[src/rtl/ifm_chunk_loader.sv]
// IFM chunk loader: fetches one row per ping-pong buffer over a req/gnt/rvalid port and owns ifm_chunk_rdy.
// Optional stall counters are enabled with `define IFM_CHUNK_LOADER_PERF_CNT_EN.
module ifm_chunk_loader #(
    parameter int IFM_ROWS        = 16,
    parameter int WORDS_PER_ROW   = 32,
    parameter int DAT_W           = 64,
    parameter int ADDR_W          = 32,
    parameter int MAX_OUTSTANDING = 4
) (
    input  logic                             clk_i,
    input  logic                             rst_n_i,
    input  logic                             loop_z_idx_start_i,
    input  logic [ADDR_W-1:0]                row_base_addr_i,
    input  logic [ADDR_W-1:0]                row_stride_i,
    output logic                             mem_req_o,
    output logic [ADDR_W-1:0]                mem_addr_o,
    input  logic                             mem_gnt_i,
    input  logic                             mem_rvalid_i,
    input  logic [DAT_W-1:0]                 mem_rdata_i,
    output logic                             buf_wr_en_o,
    output logic                             buf_wr_sel_o,
    output logic [$clog2(WORDS_PER_ROW)-1:0] buf_wr_addr_o,
    output logic [DAT_W-1:0]                 buf_wr_dat_o,
    input  logic                             inner_loop_finish_i,
    output logic [2:0]                       ifm_chunk_rdy_o,
    output logic                             load_done_o
`ifdef IFM_CHUNK_LOADER_PERF_CNT_EN
    ,
    output logic [31:0]                      stall_buf_cyc_o,
    output logic [31:0]                      stall_mem_cyc_o
`endif
);

    localparam int AW = $clog2(WORDS_PER_ROW);
    localparam int CW = AW + 1;
    localparam int RW = $clog2(IFM_ROWS) + 1;

    typedef enum logic [1:0] {IDLE, WAIT_BUF, FETCH, COMMIT} state_t;

    state_t            state, state_nxt;
    logic              start_q, start_edge, start_acc;
    logic [ADDR_W-1:0] row_addr, stride_q;
    logic [CW-1:0]     issued, received, outstanding;
    logic [RW-1:0]     row;
    logic              wr_ptr, rel_ptr;
    logic [2:0]        rdy;
    logic              fire, rx, commit, last_row, release_ok;

    assign start_edge = loop_z_idx_start_i & ~start_q;
    assign start_acc  = (state == IDLE) && start_edge;
    assign last_row   = (row == RW'(IFM_ROWS - 1));
    assign fire       = mem_req_o & mem_gnt_i;
    // A release of a buffer that is not full is dropped without moving the pointer.
    assign release_ok = inner_loop_finish_i & rdy[{1'b0, rel_ptr}];

    always_ff @(posedge clk_i or negedge rst_n_i) begin
        if (!rst_n_i) state <= IDLE;
        else          state <= state_nxt;
    end

    always_comb begin
        state_nxt = state;
        case (state)
            IDLE:     if (start_edge) state_nxt = WAIT_BUF;
            WAIT_BUF: if (!rdy[{1'b0, wr_ptr}]) state_nxt = FETCH;
            FETCH:    if (rx && received == CW'(WORDS_PER_ROW - 1)) state_nxt = COMMIT;
            COMMIT:   state_nxt = last_row ? IDLE : WAIT_BUF;
            default:  state_nxt = IDLE;
        endcase
    end

    always_comb begin
        mem_req_o  = 1'b0;
        mem_addr_o = '0;
        rx         = 1'b0;
        commit     = 1'b0;
        case (state)
            FETCH: begin
                mem_req_o  = (issued < CW'(WORDS_PER_ROW)) &&
                             (outstanding < CW'(MAX_OUTSTANDING));
                // Responses only count when something is in flight, so stale rvalids after reset are dropped.
                rx         = mem_rvalid_i && (outstanding != '0);
                if (mem_req_o) mem_addr_o = row_addr + ADDR_W'(issued);
            end
            COMMIT:  commit = 1'b1;
            default: ;
        endcase
    end

    always_ff @(posedge clk_i or negedge rst_n_i) begin
        if (!rst_n_i) begin
            start_q     <= 1'b0;
            row_addr    <= '0;
            stride_q    <= '0;
            issued      <= '0;
            received    <= '0;
            outstanding <= '0;
            row         <= '0;
            wr_ptr      <= 1'b0;
            rel_ptr     <= 1'b0;
            rdy         <= '0;
            load_done_o <= 1'b0;
        end else begin
            start_q     <= loop_z_idx_start_i;
            load_done_o <= 1'b0;
            if (start_acc) begin
                row_addr    <= row_base_addr_i;
                stride_q    <= row_stride_i;
                row         <= '0;
                rdy[2]      <= 1'b0;
                issued      <= '0;
                received    <= '0;
                outstanding <= '0;
            end
            if (fire) issued <= issued + 1'b1;
            if (rx)   received <= received + 1'b1;
            case ({fire, rx})
                2'b10:   outstanding <= outstanding + 1'b1;
                2'b01:   outstanding <= outstanding - 1'b1;
                default: ;
            endcase
            if (release_ok) begin
                rdy[{1'b0, rel_ptr}] <= 1'b0;
                rel_ptr              <= ~rel_ptr;
            end
            // Release and commit never hit the same buffer; commit is last so it would win anyway.
            if (commit) begin
                rdy[{1'b0, wr_ptr}] <= 1'b1;
                wr_ptr              <= ~wr_ptr;
                row                 <= row + 1'b1;
                row_addr            <= row_addr + stride_q;
                issued              <= '0;
                received            <= '0;
                if (last_row) begin
                    rdy[2]      <= 1'b1;
                    load_done_o <= 1'b1;
                end
            end
        end
    end

    assign ifm_chunk_rdy_o = rdy;
    assign buf_wr_en_o     = rx;
    assign buf_wr_sel_o    = wr_ptr;
    assign buf_wr_addr_o   = received[AW-1:0];
    assign buf_wr_dat_o    = rx ? mem_rdata_i : '0;

`ifdef IFM_CHUNK_LOADER_PERF_CNT_EN
    always_ff @(posedge clk_i or negedge rst_n_i) begin
        if (!rst_n_i) begin
            stall_buf_cyc_o <= '0;
            stall_mem_cyc_o <= '0;
        end else if (start_acc) begin
            stall_buf_cyc_o <= '0;
            stall_mem_cyc_o <= '0;
        end else begin
            if (state == WAIT_BUF && stall_buf_cyc_o != '1)
                stall_buf_cyc_o <= stall_buf_cyc_o + 1'b1;
            if (mem_req_o && !mem_gnt_i && stall_mem_cyc_o != '1)
                stall_mem_cyc_o <= stall_mem_cyc_o + 1'b1;
        end
    end
`endif

`ifndef SYNTHESIS
    release_of_empty_buffer: assert property (@(posedge clk_i) disable iff (!rst_n_i)
        inner_loop_finish_i |-> rdy[{1'b0, rel_ptr}])
        else $error("ifm_chunk_loader: inner_loop_finish on a buffer that is not ready");
`endif

endmodule

[config.mk]
export PLATFORM = sky130hd
export DESIGN_NAME = ifm_chunk_loader
export DESIGN_NICKNAME = d
export VERILOG_FILES = /design/src/rtl/ifm_chunk_loader.sv
export SDC_FILE = /design/constraint.sdc
export NUM_CORES = 1
export LEC_CHECK = 0
export CELL_PAD_IN_SITES_DETAIL_PLACEMENT = 0
export CELL_PAD_IN_SITES_GLOBAL_PLACEMENT = 1
export CORE_ASPECT_RATIO = 1.5
export CORE_MARGIN = 2
export CORE_UTILIZATION = 30
export CTS_CLUSTER_SIZE = 20
export DETAILED_ROUTE_END_ITERATION = 6
export PLACE_DENSITY_LB_ADDON = 0.1
export SLEW_MARGIN = 25
export SYNTH_ARGS = -nofsm -noshare
export SYNTH_HDL_FRONTEND = slang
export SYNTH_SLANG_ARGS = --single-unit
[constraint.sdc]
create_clock -name clk_i -period 3.4 [get_ports clk_i]
set_input_delay 0.85 -clock clk_i [delete_from_list [all_inputs] [get_ports clk_i]]
set_output_delay 0.85 -clock clk_i [all_outputs]
set_load 0.005 [all_outputs]
==> results of run 1 <==
cells by family (layout without fill, tap and decap cells):
group,Yosys count,in the layout,synth area share
XOR/XNOR,33,33,0.0381
flip-flops,96,96,0.317
AO/OA/AOI/OAI,259,261,0.214
multiplexers,17,17,0.0228
AND/OR/NAND/NOR,428,428,0.270
adder cells (fa/ha/maj),52,52,0.0877
buffers and inverters,95,419,0.0514
per-stage QoR:
step	utilization	hold WS [ps]	power, uW	TNS [ps]	setup slack, ps
floorplan	-	443	5550	0	46.9
global placement	0.435	466	7760	-6020	-401
detailed placement	0.435	469	7780	-7110	-449
global route	0.486	503	9990	-5340	-319
finish	0.486	486	9130	-2270	-186
CTS	0.461	486	8990	-3740	-237
per-layer routing:
metal / vias up / routed length (um)
met4: 2 / 998
met5: - / 16
met3: 46 / 1470
met1: 3779 / 11400
met2: 232 / 15600
li1: 4071 / -
flip-flops by register name, indices dropped and copies added, names as in the netlist:
signal           count
received             6
ifm_chunk_rdy_o      3
stride_q            32
buf_wr_sel_o         1
row_addr            32
state                2
outstanding          6
rel_ptr              1
start_q              1
row                  5
load_done_o          1
issued               6
cell usage after synthesis, types with 8 or more instances:
master	count	area [um2]
o21ai_0	56	280
o31ai_1	13	97.6
and3_1	13	81.3
mux2i_1	15	150
and2_1	71	444
nand2_1	200	751
o21ai_1	23	115
a211oi_1	17	128
nor3_1	12	60.1
nor2_1	53	199
ha_1	50	626
xnor2_1	27	236
inv_1	38	143
a21oi_1	68	340
dfrtp_1	96	2400
nand3_1	25	125
clkbuf_1	41	154
a2111oi_0	8	70.1
a21o_1	20	150
nand4_1	10	62.6
o21a_1	11	82.6
worst max path at each step:
| stage | to | slack [ps] | depth (start not counted) |
|---|---|---|---|
| floorplan | outstanding[4] | 50 | 17 |
| global placement | mem_addr_o[24] | -400 | 13 |
| detailed placement | mem_addr_o[24] | -450 | 13 |
| CTS | mem_addr_o[30] | -240 | 13 |
| global route | mem_addr_o[16] | -320 | 12 |
| finish | mem_addr_o[30] | -190 | 13 |
worst register-to-register path, cell delays in order (launching register included):
cell      delay, ps
dfrtp_1         410
or4_4           590
or3b_4          420
buf_6           150
clkinv_8         70
and2_4          160
inv_4            40
ha_4            160
xor2_1          140
ha_2            200
o21a_1          170
o21ai_1         120
o21bai_1         90
xnor2_1         220
nor2_1           70
o21ai_1         110
o21ai_1          80
timing repair:
action,in CTS,in global routing
gates cloned,2,9
buffers inserted,10,21
setup endpoints to repair,95,92
pin swaps,55,35
gates resized for setup,181,96
final cells by class:
| type | instances | area share |
|---|---|---|
| Inverter | 41 | 0.0139 |
| Multi-Input combinational cell | 791 | 0.435 |
| Clock buffer | 11 | 0.0208 |
| Clock inverter | 5 | 0.00453 |
| Sequential cell | 96 | 0.198 |
| Timing Repair Buffer | 362 | 0.294 |
| Tap cell | 328 | 0.0338 |
cell usage in the layout, fill, tap and decap left out, drive strengths merged, types with 4 or more instances in the layout:
cell / netlist / final
a2111oi: 8 / 8
a211oi: 17 / 17
a21boi: 4 / 4
a21o: 20 / 20
a21oi: 68 / 68
a31oi: 4 / 4
and2: 73 / 73
and3: 13 / 13
and4: 6 / 6
buf: 13 / 139
clkbuf: 41 / 20
clkdlybuf4s50: 0 / 151
dfrtp: 96 / 96
dlygate4sd2: 0 / 9
dlymetal6s2s: 0 / 54
ha: 50 / 50
inv: 40 / 40
mux2i: 15 / 15
nand2: 200 / 200
nand3: 25 / 25
nand4: 10 / 10
nor2: 53 / 53
nor2b: 5 / 5
nor3: 12 / 12
o211ai: 5 / 5
o21a: 11 / 11
o21ai: 79 / 79
o311a: 2 / 4
o31ai: 13 / 13
or2: 5 / 5
or3: 7 / 7
or4: 7 / 7
xnor2: 27 / 27
xor2: 6 / 6
power by group:
group          internal (uW)  switching [uW]
clock                    609             471
sequential              1610             416
combinational           2710            3310
total                   4930            4190
==> metrics, run 1 <==
status=complete, but fails checks; failing checks=negative setup slack; hpwl dp=21700 um; Slew headroom=0.575; num rows=71; layout overhead on the synthesized area=60.0%; htree depth=3; Synth async-reset ratio=1.00; Storage cell area=2400 um2; Via Count=8130; diode count=0; crit path from=issued[0]; worst-skew pair later-pin latency=360 ps; number of max-cap violations=0; 1st-iter DRT viols=around 280; FF-to-FF End=outstanding[4]; clk sink count=96; number of synthesized flops with an enable pin=0; GR Util All Layers=0.213; worst min path class=in -> async; Worst Path Max Fanout=5; Required @ worst endpoint=2550 ps; vias in the first global route=~8000; CTS tree=yes; footprint of the multi-input gates=~5300 um2; DR pass1 iterations=5; Buffers on Ports=between 200 and 250; starting density of the core=0.304; Crit-path slowest cell=dfrtp_1; crit-path max cell delay=about 360 ps; R2R Setup Slk=90 ps; clk_skew=~14 ps; Core ar.=25000 um2; nature of the critical path startpoint=register; Worst-Margin Slew=638 ps; WL per Instance=~18 um; post-route ant nets=0; GRT busiest layer=met2; most common flop cell mapped by yosys=dfrtp_1; Fmax achieved=between 200 and 300 MHz; initial antenna violation count=1; Setup-failing EPs final=23; worst r2r path cells=16; CP Data Arrival Time=~2700 ps; Mean Syn Cell Area=around 7.7 um2; final worst-path cycle share=1.05; CTS Buf Count=9; leakage=0.00640 uW; Die Wd=134 um; post-cts hold buffer count=0; I/O pin count=roughly 240; Setup Crit Path Kind=reg -> out; CTS max path bufs=2; Mapped Area=7590 um2; minimum clock period=3590 ps; # fillers=2432; Final Max Slew Viols=0; Warnings, synthesis=0; Reg2Reg Launch Point=outstanding[3]; Design Area, Final=between 10000 and 15000 um2; Placed Cells incl. Taps=between 1500 and 2000; gpl congestion=between 0.8 and 0.9; power per cell area=752 nW/um2; non-filler cells, final=1634; grt total ovfl=0; RSZ-0062 raised after global routing=true; Nets=between 1000 and 1500; worst-path cell chain=ha_2, inv_2, fa_2, nor2b_4, o21ai_2, a21oi_2, o21ai_4, buf_12, a2111oi_4, buf_4, xnor2_2, nor2_1, buf_2; Seq/Total Area, Yosys=0.317; worst vdd ir=304 uV; final WL=29500 um; Root Buffer=clkbuf_16; count of cell types in the netlist=68; die height=199 um; Residual DRC=0; Cell Area, Placed=between 10000 and 15000 um2; DIE AREA=26600 um2; clk slew on worst S/H paths=~70 ps; Cells after Synth=980; Crit. End Element=output pin; Yosys reg bits=96; met3 usage=0.0372; Vias/cell=4.98; syn nets=1166; final hold violations=0; final setup margin=-186 ps; Worst Path Buf+Inv=4; routing usage on met1=0.233; first-pass GRT wire length=43900 um; fraction of layout cells with a size suffix above 1=0.178; Top delay family on crit path=compound AO/OA/AOI/OAI gates; met2 usage=0.401; pin count of the biggest net entering global routing=55
Note: power is estimated with default switching activity, not from simulation.
==> run 2: changes to the inputs <==
--- a/config.mk
+++ b/config.mk
@@ -10,6 +10,7 @@
 export CORE_ASPECT_RATIO = 1.5
 export CORE_MARGIN = 2
 export CORE_UTILIZATION = 30
+export CTS_CLUSTER_DIAMETER = 200
 export CTS_CLUSTER_SIZE = 20
 export DETAILED_ROUTE_END_ITERATION = 6
 export PLACE_DENSITY_LB_ADDON = 0.1
==> results of run 2 <==
Final layout, timing and power as in run 1 (identical DEF).
